## src/rtl/pq_pkg.sv

```systemverilog
// Shared types for the priority-queue scheduler: item layout and FSM states.
package pq_pkg;

    localparam int KEY_WIDTH = 8;
    localparam int VAL_WIDTH = 8;
    localparam int KV_WIDTH  = KEY_WIDTH + VAL_WIDTH;

    typedef struct packed {
        logic [KEY_WIDTH-1:0] key;
        logic [VAL_WIDTH-1:0] val;
    } kv_t;

    typedef enum logic [1:0] {
        RUN   = 2'd0,
        FLUSH = 2'd1,
        DONE  = 2'd2
    } sched_state_t;

    // Strictly-smaller key wins; equal keys leave the PQ item in front.
    function automatic logic key_lt(input kv_t a, input kv_t b);
        return a.key < b.key;
    endfunction

endpackage

```

## src/rtl/rr_arb.sv

```systemverilog
// Round-robin arbiter: grants the first request at or after the rotating
// pointer. The pointer moves past the grantee only when the caller reports
// an actual transfer through adv/grantee.
module rr_arb #(
    parameter  int NREQ = 4,
    localparam int IDXW = $clog2(NREQ)
) (
    input  logic            clk,
    input  logic            rst_n,
    input  logic [NREQ-1:0] req,
    input  logic            adv,
    input  logic [IDXW-1:0] grantee,
    output logic [NREQ-1:0] gnt
);

    logic [IDXW-1:0] ptr_q;
    logic [IDXW:0]   sum_s;
    logic [IDXW-1:0] idx_s;
    logic            found_s;

    // Scan requests starting at the pointer, wrapping modulo NREQ.
    always_comb begin
        gnt     = '0;
        found_s = 1'b0;
        sum_s   = '0;
        idx_s   = '0;
        for (int off = 0; off < NREQ; off++) begin
            sum_s = {1'b0, ptr_q} + (IDXW+1)'(off);
            if (sum_s >= (IDXW+1)'(NREQ)) begin
                sum_s = sum_s - (IDXW+1)'(NREQ);
            end else begin
                sum_s = sum_s;
            end
            idx_s = sum_s[IDXW-1:0];
            if (!found_s && req[idx_s]) begin
                gnt[idx_s] = 1'b1;
                found_s    = 1'b1;
            end else begin
                found_s = found_s;
            end
        end
    end

    // Pointer advances to one past the grantee on a transfer, else holds.
    always_ff @(posedge clk or negedge rst_n) begin
        if (!rst_n) begin
            ptr_q <= '0;
        end else if (adv) begin
            ptr_q <= (grantee == IDXW'(NREQ-1)) ? '0 : grantee + IDXW'(1);
        end else begin
            ptr_q <= ptr_q;
        end
    end

endmodule

```

## src/rtl/pq_sched.sv

```systemverilog
// Front-end scheduler sharing one PQ among NREQ enqueue clients and one
// consumer. Keeps a committed one-entry output slot holding the minimum item,
// fusing enqueue+dequeue into one PQ operation where legal, with flush/drain.
// Optional: define PQ_SCHED_STATS_EN to add grant_cnt/stall_cnt counters.
module pq_sched
    import pq_pkg::*;
#(
    parameter  int NREQ  = 4,
    parameter  int DEPTH = 16,
    localparam int CW    = $clog2(DEPTH+1),
    localparam int IDXW  = $clog2(NREQ)
) (
    input  logic                     clk,
    input  logic                     rst_n,
`ifdef PQ_SCHED_STATS_EN
    output logic [NREQ*32-1:0]       grant_cnt,
    output logic [31:0]              stall_cnt,
`endif
    input  logic [NREQ-1:0]          req_valid,
    input  logic [NREQ*KV_WIDTH-1:0] req_kv,
    output logic [NREQ-1:0]          req_ready,
    output logic                     out_valid,
    output logic [KV_WIDTH-1:0]      out_kv,
    input  logic                     out_ready,
    input  logic                     flush,
    output logic                     flush_done,
    output logic [CW-1:0]            count,
    output logic                     pq_enq,
    output logic                     pq_deq,
    output logic [KV_WIDTH-1:0]      pq_kvi,
    input  logic [KV_WIDTH-1:0]      pq_kvo,
    input  logic                     pq_empty,
    input  logic                     pq_full,
    input  logic                     pq_busy
);

    sched_state_t    state_q;
    logic            flush_done_q;
    logic            out_valid_q, out_valid_d;
    kv_t             out_kv_q, out_kv_d;
    logic [CW-1:0]   count_q, count_d;

    logic [NREQ-1:0] gnt_raw_s, grant_s;
    logic [IDXW-1:0] grantee_s;
    kv_t             new_kv_s, head_kv_s;
    logic            run_s, slot_free_s, combo_ok_s, full_block_s, xfer_s;
    logic            enq_s, deq_s;

    assign run_s       = (state_q == RUN) && !pq_busy;
    assign head_kv_s   = kv_t'(pq_kvo);
    assign slot_free_s = !out_valid_q || out_ready;

    rr_arb #(.NREQ(NREQ)) u_arb (
        .clk     (clk),
        .rst_n   (rst_n),
        .req     (req_valid & {NREQ{run_s}}),
        .adv     (xfer_s),
        .grantee (grantee_s),
        .gnt     (gnt_raw_s)
    );

    // Select the candidate item and index of the raw grant.
    always_comb begin
        new_kv_s  = '0;
        grantee_s = '0;
        for (int i = 0; i < NREQ; i++) begin
            if (gnt_raw_s[i]) begin
                new_kv_s  = kv_t'(req_kv[i*KV_WIDTH +: KV_WIDTH]);
                grantee_s = IDXW'(i);
            end else begin
                new_kv_s  = new_kv_s;
            end
        end
    end

    // A full PQ only accepts an item that rides along with a dequeue.
    assign combo_ok_s   = slot_free_s && !pq_empty && !key_lt(new_kv_s, head_kv_s);
    assign full_block_s = pq_full && !combo_ok_s;
    assign grant_s      = (full_block_s ? '0 : gnt_raw_s) & {NREQ{rst_n}};
    assign xfer_s       = |grant_s;

    // Per-cycle slot/PQ action; the first matching case wins.
    always_comb begin
        out_valid_d = out_valid_q;
        out_kv_d    = out_kv_q;
        count_d     = count_q;
        enq_s       = 1'b0;
        deq_s       = 1'b0;
        if (!pq_busy) begin
            if (slot_free_s && xfer_s && pq_empty) begin
                out_valid_d = 1'b1;
                out_kv_d    = new_kv_s;
            end else if (slot_free_s && xfer_s && key_lt(new_kv_s, head_kv_s)) begin
                out_valid_d = 1'b1;
                out_kv_d    = new_kv_s;
            end else if (slot_free_s && xfer_s) begin
                enq_s       = 1'b1;
                deq_s       = 1'b1;
                out_valid_d = 1'b1;
                out_kv_d    = head_kv_s;
            end else if (slot_free_s && !pq_empty) begin
                deq_s       = 1'b1;
                out_valid_d = 1'b1;
                out_kv_d    = head_kv_s;
                count_d     = (count_q != '0) ? count_q - CW'(1) : count_q;
            end else if (!slot_free_s && xfer_s) begin
                enq_s   = 1'b1;
                count_d = (count_q != CW'(DEPTH)) ? count_q + CW'(1) : count_q;
            end else if (slot_free_s) begin
                out_valid_d = 1'b0;
            end else begin
                out_valid_d = out_valid_q;
            end
        end else if (slot_free_s) begin
            out_valid_d = 1'b0;
        end else begin
            out_valid_d = out_valid_q;
        end
    end

    // Output slot and occupancy count registers.
    always_ff @(posedge clk or negedge rst_n) begin
        if (!rst_n) begin
            out_valid_q <= 1'b0;
            out_kv_q    <= '0;
            count_q     <= '0;
        end else begin
            out_valid_q <= out_valid_d;
            out_kv_q    <= out_kv_d;
            count_q     <= count_d;
        end
    end

    // Flush FSM with registered completion pulse (high only in DONE).
    always_ff @(posedge clk or negedge rst_n) begin
        if (!rst_n) begin
            state_q      <= RUN;
            flush_done_q <= 1'b0;
        end else begin
            case (state_q)
                RUN: begin
                    state_q      <= flush ? FLUSH : RUN;
                    flush_done_q <= 1'b0;
                end
                FLUSH: begin
                    if (pq_empty && (count_q == '0) && !out_valid_q) begin
                        state_q      <= DONE;
                        flush_done_q <= 1'b1;
                    end else begin
                        state_q      <= FLUSH;
                        flush_done_q <= 1'b0;
                    end
                end
                DONE: begin
                    state_q      <= RUN;
                    flush_done_q <= 1'b0;
                end
                default: begin
                    state_q      <= RUN;
                    flush_done_q <= 1'b0;
                end
            endcase
        end
    end

    assign req_ready  = grant_s;
    assign out_valid  = out_valid_q;
    assign out_kv     = out_kv_q;
    assign count      = count_q;
    assign flush_done = flush_done_q;
    assign pq_enq     = enq_s & rst_n;
    assign pq_deq     = deq_s & rst_n;
    assign pq_kvi     = (enq_s && rst_n) ? new_kv_s : '0;

`ifdef PQ_SCHED_STATS_EN
    logic [NREQ-1:0][31:0] grant_cnt_q;
    logic [31:0]           stall_cnt_q;

    // Wrapping per-client transfer counters and stall-cycle counter.
    always_ff @(posedge clk or negedge rst_n) begin
        if (!rst_n) begin
            grant_cnt_q <= '0;
            stall_cnt_q <= 32'd0;
        end else begin
            for (int i = 0; i < NREQ; i++) begin
                grant_cnt_q[i] <= grant_s[i] ? grant_cnt_q[i] + 32'd1 : grant_cnt_q[i];
            end
            stall_cnt_q <= ((|req_valid) && !xfer_s) ? stall_cnt_q + 32'd1 : stall_cnt_q;
        end
    end

    assign grant_cnt = grant_cnt_q;
    assign stall_cnt = stall_cnt_q;
`endif

endmodule
```

## config.mk

```make
export PLATFORM = sky130hd
export DESIGN_NAME = pq_sched
export DESIGN_NICKNAME = d
export VERILOG_FILES = /design/src/rtl/pq_pkg.sv /design/src/rtl/rr_arb.sv /design/src/rtl/pq_sched.sv
export SDC_FILE = /design/constraint.sdc
export NUM_CORES = 1
export LEC_CHECK = 0
export CAP_MARGIN = 20
export CELL_PAD_IN_SITES_DETAIL_PLACEMENT = 1
export CELL_PAD_IN_SITES_GLOBAL_PLACEMENT = 1
export CORE_MARGIN = 2
export CORE_UTILIZATION = 28
export DETAILED_ROUTE_END_ITERATION = 16
export PLACE_DENSITY = 0.82
export RECOVER_POWER = 25
export SYNTH_ARGS = -nofsm -noshare
export SYNTH_HDL_FRONTEND = slang
export SYNTH_HIERARCHICAL = 1
export SYNTH_SLANG_ARGS = --single-unit
```

## constraint.sdc

```tcl
create_clock -name clk -period 9.06 [get_ports clk]
set_input_delay 2.265 -clock clk [delete_from_list [all_inputs] [get_ports clk]]
set_output_delay 2.265 -clock clk [all_outputs]
set_load 0.005 [all_outputs]
```

* Word-level counts from Yosys, hierarchy flattened
Cells that the tools add are included.
Storage, ports and cells: register bits after elaboration 27, bits of input ports 91, output and inout bits 45, logic and storage cells 151
Operators by class: add/sub/neg operators 10, magnitude comparators 13, equality and inequality tests 5, mux-type cells 68, bitwise logic cells 11, reductions and logical operators 37
Operators with widths (number):
- 2-to-1 mux 16 bit | 9
- 2-to-1 mux 1 bit | 33
- 2-to-1 mux 4 bit | 5
- 2-to-1 mux 5 bit | 4
- logical AND 1 bit | 18
- 2-to-1 mux 2 bit | 8
- less-than comparator 2 x 3 -> 1 bit (second input constant) | 4
- OR 4 bit | 3
- greater-or-equal comparator 3 bit (second input constant) | 3
- logical NOT 1 bit | 9
- bitwise AND 4 bit | 2
- binary-select mux 1 bit (select 2 bit) | 4
- demux 1 bit (select 2 bit) | 4
- greater-or-equal comparator 2 x 1 -> 1 bit (second input constant) | 4
- less-than comparator 8 bit | 1
- subtractor 2 x 1 -> 2 bit (second input constant) | 4
- AND reduction 7 bit | 1
- adder 2 x 2 -> 3 bit (second input constant) | 2
- != test 6 bit (second input constant) | 1
- adder 5 x 1 -> 5 bit (second input constant) | 1
- logical NOT 5 bit | 1
- != test 5 bit (second input constant) | 1
- nonzero test 5 bit | 1
- subtractor 5 x 1 -> 5 bit (second input constant) | 1
- 15 further kinds | 20

* Logic depth before layout (Yosys ltp)
word-level depth 36, depth in mapped cells 18, depth with buffers taken out 17

* Cells and area by module
Netlist, hierarchy kept.
By module, submodules not included:
- pq_sched | times used 1, cells an instance 268, area an instance 2184.6 µm², seq. area each 600.6 µm²
- rr_arb | times used 1, cells an instance 38, area an instance 386.6 µm², seq. area each 50.0 µm²

* Least setup slack after synthesis
No wires, ideal clock.
kind in2out, start point input port pq_busy, end point output port pq_kvi[0], arrival 5.693 ns, data required time 6.795 ns, slack 1.102 ns, stages on the path 16, path buffers 1, cell sequence nor3_1 > and2_1 > mux4_2 > nor4b_4 > a221o_1 > nor2b_1 > buf_6 > a221oi_1 > nor2_1 > ha_1 > a211oi_1 > o21ai_0 > nand3_1 > o22ai_1 > nand2_1 > nor2_1
On the way: elaborated cells on any way between the ends 51, those cells by class order compare (1); mux (27); bitwise (5); reduce/logical (18)
RTL lines:
- from (decl) | line pq_sched.sv:34 | input logic pq_busy
- logical NOT 1 bit *
- logical AND 1 bit * | line pq_sched.sv:49 | assign run_s = (state_q == RUN) && !pq_busy;
- bitwise AND 4 bit * | line pq_sched.sv:56 | .req (req_valid & {NREQ{run_s}}),
- binary-select mux 1 bit (select 2 bit) | line rr_arb.sv:35 | if (!found_s && req[idx_s]) begin
- 2-to-1 mux 1 bit (not written as such) | line rr_arb.sv:35
- 2-to-1 mux 1 bit | line rr_arb.sv:35
- logical NOT 1 bit | line rr_arb.sv:35
- logical AND 1 bit | line rr_arb.sv:35
- [7 not listed]
- named net gnt_raw_s[1] | line pq_sched.sv:43 | logic [NREQ-1:0] gnt_raw_s, grant_s;
- [12 not listed]
- 2-to-1 mux 1 bit | line pq_sched.sv:106 | end else if (!slot_free_s && xfer_s) begin
- 2-to-1 mux 1 bit | line pq_sched.sv:101 | end else if (slot_free_s && !pq_empty) begin
- 2-to-1 mux 1 bit | line pq_sched.sv:96 | end else if (slot_free_s && xfer_s) begin
- 2-to-1 mux 1 bit | line pq_sched.sv:93 | end else if (slot_free_s && xfer_s && key_lt(new_kv_s, head_kv_s)) begin
- 2-to-1 mux 1 bit | line pq_sched.sv:90 | if (slot_free_s && xfer_s && pq_empty) begin
- 2-to-1 mux 1 bit | line pq_sched.sv:89 | if (!pq_busy) begin
- logical AND 1 bit | line pq_sched.sv:173 | assign pq_kvi = (enq_s && rst_n) ? new_kv_s : '0;
- 2-to-1 mux 16 bit * | line pq_sched.sv:173
- to (decl) | line pq_sched.sv:30 | output logic [KV_WIDTH-1:0] pq_kvi,
The timed path passes the listed nets; every way through them passes the cells marked *. The select of a mux whose other input is x is not followed.

* Final worst setup path
start point input port req_valid[2], end point output port req_ready[1]
On the way: elaborated cells on any way between the ends 36, those cells by class order compare (1); mux (20); bitwise (5); reduce/logical (10)
RTL lines:
- from (decl) | line pq_sched.sv:19 | input logic [NREQ-1:0] req_valid,
- bitwise AND 4 bit * | line pq_sched.sv:56
- binary-select mux 1 bit (select 2 bit) | line rr_arb.sv:35
- 2-to-1 mux 1 bit (not written as such) | line rr_arb.sv:35
- 2-to-1 mux 1 bit | line rr_arb.sv:35
- logical NOT 1 bit | line rr_arb.sv:35
- logical AND 1 bit | line rr_arb.sv:35
- 2-to-1 mux 1 bit | line rr_arb.sv:35
- logical NOT 1 bit | line rr_arb.sv:35
- [5 not listed]
- named net gnt_raw_s[1] | line pq_sched.sv:43
- 2-to-1 mux 16 bit (3 in series) | line pq_sched.sv:67 | if (gnt_raw_s[i]) begin
- less-than comparator 8 bit | line pq_pkg.sv:21 | return a.key < b.key;
- logical NOT 1 bit | line pq_sched.sv:77 | assign combo_ok_s = slot_free_s && !pq_empty && !key_lt(new_kv_s, head_kv_s);
- logical AND 1 bit | line pq_sched.sv:77
- logical NOT 1 bit | line pq_sched.sv:78 | assign full_block_s = pq_full && !combo_ok_s;
- logical AND 1 bit | line pq_sched.sv:78
- 2-to-1 mux 4 bit * | line pq_sched.sv:79 | assign grant_s = (full_block_s ? '0 : gnt_raw_s) & {NREQ{rst_n}};
- bitwise AND 4 bit * | line pq_sched.sv:79
- to (decl) | line pq_sched.sv:21 | output logic [NREQ-1:0] req_ready,
Marks and branches as above.

==> results.md <==
- Status: finished, violations left
- Failing checks: max-capacitance violations, max-slew violations
- Final #Nets: 566
- F_max: 112 MHz
- TritonCTS Sinks: 26
- R2r worst-path depth: 16
- Grt total ovfl: 0
- Hold path cells: 1
- Mapped Cells: 306
- P_leak: 1.87 nW
- Initial antenna violation count: 0
- Area delta synth->final: 71.1%
- Flop-to-flop setup slack: 4090 ps
- Drt drc: 0
- FILL cells: 1035
- Largest net degree at the start of global routing: 33
- Share of cells above drive strength 1: 0.158
- I/O pin total: 136
- Top FF cell, synth: dfrtp_1
- CP peak stage delay: 580 ps
- Syn_nets: 415
- Die Area: 9970 µm²
- Drt via density: 5.65
- Pwr dens: 158 nW/µm²
- Async SR Flop Fraction: 1.00
- Reg-to-reg endpoint: u_arb/ptr_q[0]
- Max Transition Viols Final: 33
- GPL Wtd Cong: 0.962
- Min Hold Slack: 514 ps
- Clock skew: 6.17 ps
- Sequential fraction of the synthesis area: 0.253
- Hold path start: out_kv[1]
- Buffer levels on the longest clock path: 2
- Die height: 99.8 µm
- Post-route antenna net violation count: 0
- Mapped Area: 2570 µm²
- CP required: 6800 ps
- First-pass GRT wire length: 17700 µm
- CP max-delay cell: mux4_2
- Vias in the first global route: 3431
- Worst Hold Endpoint: out_kv[1]
- Worst-path cell chain: clkdlybuf4s50_1 > and2_4 > mux4_2 > nor4b_4 > a221o_1 > nor2b_1 > buf_4 > a221oi_1 > nor2_2 > ha_1 > nand4_1 > a211o_1 > o21ai_2 > a21boi_1 > buf_4 > nor2_1 > clkdlybuf4s50_1
- Detailed Routing Iterations Pass 1: 4
- Mean Syn Cell Area: 8.40 µm²
- CORE AREA: 8810 µm²
- CTS tree: done
- CP startpoint kind: primary input
- Post-layout util: 0.500
- Number of synthesized flops with an enable pin: 0
- Total CTS buffers: 3
- H-tree depth: 1
- Port bufs: 135
- Cts hold-fix bufs: 0
- Slew @ Worst Pin: 1840 ps
- DR vias: 3189
- Clock transition at the registers of the reported paths: 100 ps
- Post-DP HPWL: 8870 µm
- Routed WL: 11600 µm
- Worst EP arrival: 6650 ps
- WP buf/inv: 4
- Synth cell types: 56
- Post-route setup slack: 145 ps
- Clock Latency Late Sink: 280 ps
- Iteration-0 DRC Markers: 134
- Clock Root Buffer: clkbuf_8
- Total GRT Usage: 0.224
- Worst slack at placement: -115 ps
- Top Family by Delay on Critical Path: compound AO/OA/AOI/OAI gates
- Period Utilization, post-route: 0.984
- CP endpoint kind: primary output
- Routed len/inst: 20.6 µm
- Fin crit period: 8920 ps
- RR Startpoint: u_arb/ptr_q[0]
- HP Class: reg2reg
- Starting Density: 0.292
- Final setup violation count: 0
- Row cnt: 34
- CP Class: in2out
- Hold Vio Cnt, Final: 0
- N_diodes: 0
- Synthesis Warnings: 6
- Relative slew margins: -0.226
- Die X: 99.8 µm
- FF+latch count, synth: 26
- Critical path peak fanout: 9
- Max Cap Viol: 1
- Maximum VDD drop: 0.0000655 V
-- worst register-to-register path: stages, from the launching register on --
cell and delay, ps:
dfrtp_1 590, inv_1 150, ha_1 350, mux4_2 410, nor4b_4 410, a221o_1 240, nor2b_1 60, buf_4 180
a221oi_1 360, nor2_2 120, ha_1 300, nand4_1 100, a211o_1 330, buf_4 190, or3_1 340, o21ai_0 520
o21ai_0 180
-- placed cells by master, fill, tap and decap left out, drive strengths merged, types with 2 or more instances in the layout --
master and instances:
nor4b 2, a22o 8, a221oi 15, nor2 43, o22ai 8, clkdlybuf4s50 132, nand2 16, o21ai 23
buf 24, a221o 5, nand2b 4, a31oi 16, dfrtp 26, ha 17, a21o 10, nor3 4
clkbuf 6, a21oi 10, a22oi 8, and2 6, inv 16, o31a 3, nor3b 2, xnor2 5
mux2 2, a211oi 4, or3 2, o21a 2, and3 9, nor2b 4, mux4 5, dlymetal6s2s 2
-- repair_timing --
action	4_1_cts	5_1_grt
buffers inserted	0	4
gates cloned	1	0
setup endpoints to repair	22	22
pin swaps	4	14
gates resized for setup	9	29
-- metrics by stage --
step / power (mW) / area, µm² / instances / setup TNS (ps)
5_1_grt: 0.749 / 4400 / 564 / -33.6
6_report: 0.695 / 4400 / 564 / 0
4_1_cts: 0.672 / 4230 / 558 / -27.9
3_3_place_gp: 0.565 / 4120 / 553 / 0
3_5_place_dp: 0.581 / 4120 / 553 / -935
2_1_floorplan: 0.398 / 2570 / 306 / 0
-- final cells by class --
type	instances	area [µm²]	share of cell area
inverters	16	62.6	0.0142
repair buffers	161	1550	0.352
well taps	108	135	0.0307
multi-input cells	249	1950	0.443
clock buffers	4	55.1	0.0125
flip-flops and latches	26	651	0.148
-- where the power goes --
part           leakage [nW]  switching (mW)  total [mW]  internal (mW)
Combinational          1.54           0.197       0.425          0.228
Clock                0.0288          0.0420      0.0810         0.0390
Sequential            0.302          0.0386       0.189          0.151
Total                  1.87           0.278       0.695          0.417
-- state kept, by name, summed over array words and instances (netlist names) --
signal	flops
count	5
state_q	1
flush_done	1
out_kv	16
out_valid	1
u_arb/ptr_q	2
-- worst max path at each step --
stage                 startpoint            to  cells past startpoint
CTS                      pq_busy    pq_kvi[14]                     18
global placement         pq_busy        pq_deq                     17
floorplan                pq_busy     pq_kvi[0]                     16
finish              req_valid[2]  req_ready[1]                     17
detailed placement       pq_busy        pq_deq                     17
global route        req_valid[2]    pq_kvi[15]                     17
-- synth_stat cells (3+ instances only) --
cell / number / share of area
buf_6: 3 / 0.013
nor2_1: 43 / 0.063
nand2_1: 16 / 0.023
inv_1: 13 / 0.019
a22oi_1: 8 / 0.023
nor2b_1: 4 / 0.0097
and2_1: 6 / 0.015
xnor2_1: 5 / 0.017
dfrtp_1: 26 / 0.25
clkbuf_1: 9 / 0.013
and3_1: 9 / 0.022
inv_2: 3 / 0.0044
a21oi_1: 10 / 0.019
a221oi_1: 15 / 0.051
ha_1: 17 / 0.083
mux4_2: 3 / 0.026
a221o_1: 5 / 0.019
a31oi_1: 16 / 0.039
a21o_1: 10 / 0.029
nor3_1: 4 / 0.0078
a22o_1: 8 / 0.027
a211oi_1: 3 / 0.0088
o22ai_1: 8 / 0.019
nand2b_1: 4 / 0.0097
o21ai_0: 22 / 0.043
-- kinds of logic after synthesis --
family                   after synthesis  share of synthesized area
flip-flops                            26                      0.253
buffers and inverters                 32                     0.0569
multiplexers                           7                     0.0521
AND/OR/NAND/NOR                       98                      0.191
AO/OA/AOI/OAI                        120                      0.340
adder cells (fa/ha/maj)               18                     0.0905
XOR/XNOR                               5                     0.0170
-- routing by layer --
layer | track usage | part of all wire | wire length (µm) | vias to the layer above
met4 | 0.0738 | 0.032 | 371 | 0
met5 | 0 | 0 | 0 | -
met2 | 0.399 | 0.50 | 5850 | 141
met3 | 0.0453 | 0.065 | 751 | 29
met1 | 0.270 | 0.40 | 4650 | 1550
li1 | - | - | - | 1469
(Power assumes the default switching activity.)
